File: src/rtl/rs_encoder_if.sv
// Handshake bundle between the framer (master) and the RS(198,194) encoder (slave).
interface rs_encoder_if;
  logic        rs_ena;
  logic        tx_vld;
  logic [63:0] tx_data;
  logic        tx_rdy;
  logic        enc_vld;
  logic [63:0] enc_data;

  modport master (output rs_ena, tx_vld, tx_data, input tx_rdy, enc_vld, enc_data);
  modport slave  (input rs_ena, tx_vld, tx_data, output tx_rdy, enc_vld, enc_data);
endinterface

File: src/rtl/rs_encoder.sv
// RS(198,194) encoder over GF(2^8): 97 input words -> 99-word superframe of 4 codewords,
// 4 parity bytes spliced in after every 194 data bytes.
module rs_encoder #(
  parameter int CW_DATA = 194
) (
  input logic          clk,
  input logic          rstn,
  rs_encoder_if.slave  bus
);
  localparam logic [6:0] LAST = 7'(((CW_DATA + 4) * 4) / 8 - 1);

  logic [6:0]  idx_q, idx_d;
  logic [31:0] lfsr_q, lfsr_d;
  logic [31:0] res_q, res_d;
  logic        mode_q;
  logic        enc_vld_q;
  logic [63:0] enc_data_q;
  logic [63:0] word_d, in;
  logic [31:0] par;
  logic        enc, stall, fire;

  function automatic logic [7:0] gf_mul(input logic [7:0] a, input logic [7:0] b);
    logic [7:0] p, x;
    p = '0;
    x = a;
    for (int i = 0; i < 8; i++) begin
      if (b[i]) p = p ^ x;
      x = {x[6:0], 1'b0} ^ (x[7] ? 8'h1D : 8'h00);
    end
    return p;
  endfunction

  // Feeds the first n bytes of d (MSB first) through the g(x) remainder register.
  function automatic logic [31:0] lfsr_step(input logic [31:0] r, input logic [63:0] d, input int n);
    logic [31:0] s;
    logic [7:0]  fb;
    s = r;
    for (int i = 0; i < 8; i++) begin
      if (i < n) begin
        fb = d[63-8*i -: 8] ^ s[31:24];
        s  = {s[23:16] ^ gf_mul(fb, 8'h0F), s[15:8] ^ gf_mul(fb, 8'h36),
              s[7:0] ^ gf_mul(fb, 8'h78), gf_mul(fb, 8'h40)};
      end
    end
    return s;
  endfunction

  always_comb begin
    in     = bus.tx_data;
    // Mode only changes at the superframe boundary, so rs_ena is looked at live there.
    enc    = (idx_q == 7'd0) ? bus.rs_ena : mode_q;
    stall  = mode_q && (idx_q == 7'd49 || idx_q == LAST);
    fire   = stall || bus.tx_vld;
    word_d = in;
    lfsr_d = lfsr_q;
    res_d  = res_q;
    idx_d  = idx_q;
    par    = '0;
    if (enc && fire) begin
      idx_d = (idx_q == LAST) ? 7'd0 : idx_q + 7'd1;
      if (idx_q == 7'd24) begin
        par    = lfsr_step(lfsr_q, in, 2);
        word_d = {in[63:48], par, in[47:32]};
        lfsr_d = lfsr_step('0, {in[47:32], 48'h0}, 2);
        res_d  = in[31:0];
      end else if (idx_q == 7'd49) begin
        word_d = {lfsr_q, res_q};
        lfsr_d = lfsr_step('0, {res_q, 32'h0}, 4);
        res_d  = '0;
      end else if (idx_q == 7'd73) begin
        // Parity is split across words 73/74; the remainder register carries the tail half.
        par    = lfsr_step(lfsr_q, in, 6);
        word_d = {in[63:16], par[31:16]};
        lfsr_d = par;
        res_d  = {in[15:0], 16'h0};
      end else if (idx_q == 7'd74) begin
        word_d = {lfsr_q[15:0], res_q[31:16], in[63:32]};
        lfsr_d = lfsr_step('0, {res_q[31:16], in[63:32], 16'h0}, 6);
        res_d  = in[31:0];
      end else if (idx_q == LAST) begin
        par    = lfsr_step(lfsr_q, {res_q, 32'h0}, 4);
        word_d = {res_q, par};
        lfsr_d = '0;
        res_d  = '0;
      end else if (idx_q < 7'd24 || (idx_q > 7'd49 && idx_q < 7'd73)) begin
        word_d = in;
        lfsr_d = lfsr_step(lfsr_q, in, 8);
      end else begin
        word_d = {res_q, in[63:32]};
        lfsr_d = lfsr_step(lfsr_q, word_d, 8);
        res_d  = in[31:0];
      end
    end
  end

  always_ff @(posedge clk or negedge rstn) begin
    if (!rstn) begin
      idx_q      <= '0;
      lfsr_q     <= '0;
      res_q      <= '0;
      mode_q     <= 1'b0;
      enc_vld_q  <= 1'b0;
      enc_data_q <= '0;
    end else begin
      idx_q  <= idx_d;
      lfsr_q <= lfsr_d;
      res_q  <= res_d;
      mode_q <= enc;
      if (enc) begin
        enc_vld_q <= fire;
        if (fire) enc_data_q <= word_d;
      end else begin
        enc_vld_q  <= bus.tx_vld;
        enc_data_q <= bus.tx_data;
      end
    end
  end

  assign bus.tx_rdy   = !stall;
  assign bus.enc_vld  = enc_vld_q;
  assign bus.enc_data = enc_data_q;
endmodule
File: src/flat_wrapper.sv
// flat-port wrapper written by rule: the top's interface ports become plain ports
module rs_encoder_flat 
#(
  parameter int CW_DATA = 194
)
  (clk, rstn, bus_rs_ena, bus_tx_vld, bus_tx_data, bus_tx_rdy, bus_enc_vld, bus_enc_data);
  rs_encoder_if bus_i ();
  input logic clk;
  input logic rstn;
  input wire logic [$bits(bus_i.rs_ena)-1:0] bus_rs_ena;
  input wire logic [$bits(bus_i.tx_vld)-1:0] bus_tx_vld;
  input wire logic [$bits(bus_i.tx_data)-1:0] bus_tx_data;
  output wire logic [$bits(bus_i.tx_rdy)-1:0] bus_tx_rdy;
  output wire logic [$bits(bus_i.enc_vld)-1:0] bus_enc_vld;
  output wire logic [$bits(bus_i.enc_data)-1:0] bus_enc_data;
  assign bus_i.rs_ena = bus_rs_ena;
  assign bus_i.tx_vld = bus_tx_vld;
  assign bus_i.tx_data = bus_tx_data;
  assign bus_tx_rdy = bus_i.tx_rdy;
  assign bus_enc_vld = bus_i.enc_vld;
  assign bus_enc_data = bus_i.enc_data;
  rs_encoder #(.CW_DATA(CW_DATA)) u_core (.clk(clk), .rstn(rstn), .bus(bus_i));
endmodule
File: config.mk
export PLATFORM = sky130hd
export DESIGN_NAME = rs_encoder_flat
export DESIGN_NICKNAME = d
export VERILOG_FILES = /design/src/rtl/rs_encoder_if.sv /design/src/rtl/rs_encoder.sv /design/src/flat_wrapper.sv
export SDC_FILE = /design/constraint.sdc
export NUM_CORES = 2
export LEC_CHECK = 0
export BUFFER_PORTS_ARGS = -buffer_cell sky130_fd_sc_hd__buf_2
export CORE_ASPECT_RATIO = 1.25
export CORE_UTILIZATION = 55
export CTS_CLUSTER_DIAMETER = 40
export DETAILED_ROUTE_END_ITERATION = 6
export GPL_ROUTABILITY_DRIVEN = 1
export PLACE_DENSITY = 0.75
export SYNTH_ARGS = -nofsm -noshare
export SYNTH_HDL_FRONTEND = slang
export SYNTH_SLANG_ARGS = --single-unit
File: constraint.sdc
create_clock -name clk -period 7.5 [get_ports clk]
set_clock_uncertainty 0.15 [all_clocks]
set_input_delay 1.875 -clock clk [delete_from_list [all_inputs] [get_ports clk]]
set_output_delay 1.875 -clock clk [all_outputs]
set_load 0.01 [all_outputs]
==> flow_summary.ini <==
[clock_network]
cts.sinks = 137
cts-root-buf = clkbuf_16
clk_pin_slew_ps = 80
cts_tree = yes
cts_buffers = 17
clock_latency_ps = 530
cts_buffer_depth = 2
h-tree-depth = 4

[routing]
routed_wl_um = 196000
wl_per_cell_um = 34.1
drc = 119
num_vias = 36374
routed_via_density = 6.35
drt_iter0_drc = 5218
ant_nets = 0
dr.pass1.iters = 7

[logic_synthesis]
synthMuxAreaShare_pct = 0.328
synth_nets = 3532
synth-edff-count = 0
synth.area.top_cells = xnor2_1 (28%), xnor3_1 (21%), dfrtp_1 (9.4%)
ys.warnings.count = 0
synthCells = 3460
synth_seq_cells = 137
synth_top_family_by_area = XOR/XNOR gates
ys_seq_area_share_pct = 9.37
synth_flop_cell = dfrtp_1
synth-adder-area-share_pct = 0.137
synth.avg_cell_area_sq_um = 10.6
synth_top_area_share_pct = 28.5
syn_area_sq_um = 36600
synth_cell_type_count = 61
synth-xor-area-share_pct = 73.9
async_flop_share_pct = 100
post-synth-top-count-cell = xnor2_1
synthTopCellsByCount = xnor2_1 (1189), xor2_1 (377), xnor3_1 (346)
synth-compound-area-share_pct = 8.68
synthSimpleGateAreaFrac_pct = 4.95
synth_top_cell_by_area = xnor2_1

[final_layout]
stdcell_count = 5730
drive_above_1_share_pct = 42.8
area_growth_pct = 42.3
nets = 4922
nFillCells = 4179

[placement]
io_buffers = 133
dp_hpwl_um = 144000
gp_congestion = 1.14
dp.cells = 5520

[global_routing]
grt_max_degree = 81
antenna_found_initial = 16
grt_pass1_wl_um = 257000
grt_usage_pct = 54.8
grt_pass1_vias = 35516
grt-ovfl-total = 0

[floorplan]
core_sq_um = 65700
start_util_pct = 55.7
die_x_um = 233
io_pins = 134
die_area_sq_um = 67600
die_y_um = 290
rows = 105

[worst_setup_path]
arrival_ps = 10260
cpPeakStageDelay_ps = 560
rr_endpoint = u_core.lfsr_q[5]$_DFFE_PN0P_
reg2reg_setup_slack_ps = -1820
worstPathRequired_ps = 7800
setup.worst_path.start = bus_tx_data[58]
startpoint_type = primary input
crit_fanout = 7
reg2reg_from = u_core.lfsr_q[27]$_DFFE_PN0P_
crit_slowest_cell = xnor3_2
critPathCapture = u_core.lfsr_q[5]$_DFFE_PN0P_
cp-end-kind = register
crit_path_frequent_cell = xnor3_2
rr_worst_depth = 31
crit_type = in2reg

[sta]
fmax_ghz = 0.100
slew_headroom_pct = 16.1
period_minus_slack_ps = 9960
setup_ws_ps = -2460
slew_viol_final = 0
finalSetupViolCount = 48
worst-slew-pin-transition_ps = 1250
hold_violations = 0
rsz0062_at_grt = true
min_period_over_period_pct = 133

[status]
violations = design-rule violations, negative setup slack
status = finished with violations

[worst_hold_path]
min_path_type = reg2reg

[job]
max_cap_violations = 0
[sequential cells by signal (all words and copies together) (netlist names)]
| register | cells |
|---|---|
| u_core.bus.enc_data | 64 |
| u_core.bus.enc_vld | 1 |
| u_core.idx_q | 7 |
| u_core.lfsr_q | 32 |
| u_core.mode_q | 1 |
| u_core.res_q | 32 |
[cell families after synthesis]
group                      count (synthesis)
muxes                                     12
DFF                                      137
adders and majority gates                  4
buffers and inverters                    197
AOI/OAI and AO/OA                        516
xor gates and xnor gates                2165
and+or+nand+nor                          429
[area by class of cell]
| type | instances | area (sq um) | share of cell area (%) |
|---|---|---|---|
| Clock inverter | 14 | 160 | 0.307 |
| Inverter | 12 | 45.0 | 0.0865 |
| Tap cell | 856 | 1070 | 2.06 |
| Clock buffer | 18 | 429 | 0.824 |
| Multi-Input combinational cell | 3126 | 34800 | 66.8 |
| Timing Repair Buffer | 1556 | 12100 | 23.3 |
| Sequential cell | 137 | 3430 | 6.59 |
| Antenna cell | 11 | 27.5 | 0.0528 |
[worst max-delay path: cells and delay by family]
kind | cells | cell delay, ps
compound gates | 3 | 1030
xor+xnor | 18 | 5860
buf+inv | 9 | 1440
[timing repair]
item | 4_1_cts | 5_1_grt
hold buffers | 0 | 0
pin swaps | 95 | 128
setup endpoints to repair | 47 | 48
buffers inserted | 85 | 91
gates resized for setup | 219 | 181
cloned | 0 | 0
hold endpoints to repair | 0 | 0
[layer usage]
layer | GRT usage (%) | up-vias | wire [um]
li1 | - | 14426 | -
met1 | 60.9 | 17247 | 62300
met2 | 82.5 | 3291 | 82300
met3 | 19.7 | 1396 | 25800
met4 | 48.0 | 14 | 24800
met5 | 0.654 | - | 233
[how the worst min path moves through the flow]
stage                                        start  depth (start not counted)                                  end
2_1_floorplan  u_core.bus.enc_data[48]$_DFFE_PN0P_                          2  u_core.bus.enc_data[48]$_DFFE_PN0P_
3_3_place_gp   u_core.bus.enc_data[54]$_DFFE_PN0P_                          2  u_core.bus.enc_data[54]$_DFFE_PN0P_
3_5_place_dp   u_core.bus.enc_data[50]$_DFFE_PN0P_                          2  u_core.bus.enc_data[50]$_DFFE_PN0P_
4_1_cts        u_core.bus.enc_data[50]$_DFFE_PN0P_                          2  u_core.bus.enc_data[50]$_DFFE_PN0P_
5_1_grt        u_core.bus.enc_data[50]$_DFFE_PN0P_                          2  u_core.bus.enc_data[50]$_DFFE_PN0P_
6_report       u_core.bus.enc_data[50]$_DFFE_PN0P_                          2  u_core.bus.enc_data[50]$_DFFE_PN0P_
[placed cells by master, fill, tap and decap left out, drive strengths merged, types with 18 or more instances in the layout]
master / count
or3: 19
o21ai: 179
nor2: 156
xor2: 409
dfrtp: 137
a221oi: 64
clkbuf: 18
nand2: 169
xnor3: 419
o22ai: 38
xnor2: 1272
nor3: 23
buf: 1556
nand3: 30
xor3: 65
a21oi: 138
[metrics by stage]
| step | cell area [sq um] | setup WS, ps | TNS (ps) | utilization, % | hold slack (ps) |
|---|---|---|---|---|---|
| after floorplan | 37300 | -1770 | -52530 | - | 366 |
| after global placement | 47800 | -2390 | -82710 | 72.8 | 305 |
| after detailed placement | 47800 | -2440 | -85460 | 72.8 | 316 |
| after CTS | 50300 | -1500 | -47140 | 76.6 | 330 |
| after global routing | 52100 | -2310 | -69140 | 79.3 | 360 |
| final | 52100 | -2460 | -67810 | 79.3 | 329 |
Power is not shown: default switching activity piles up to over one toggle a cycle in this logic, so the estimate is an artifact.
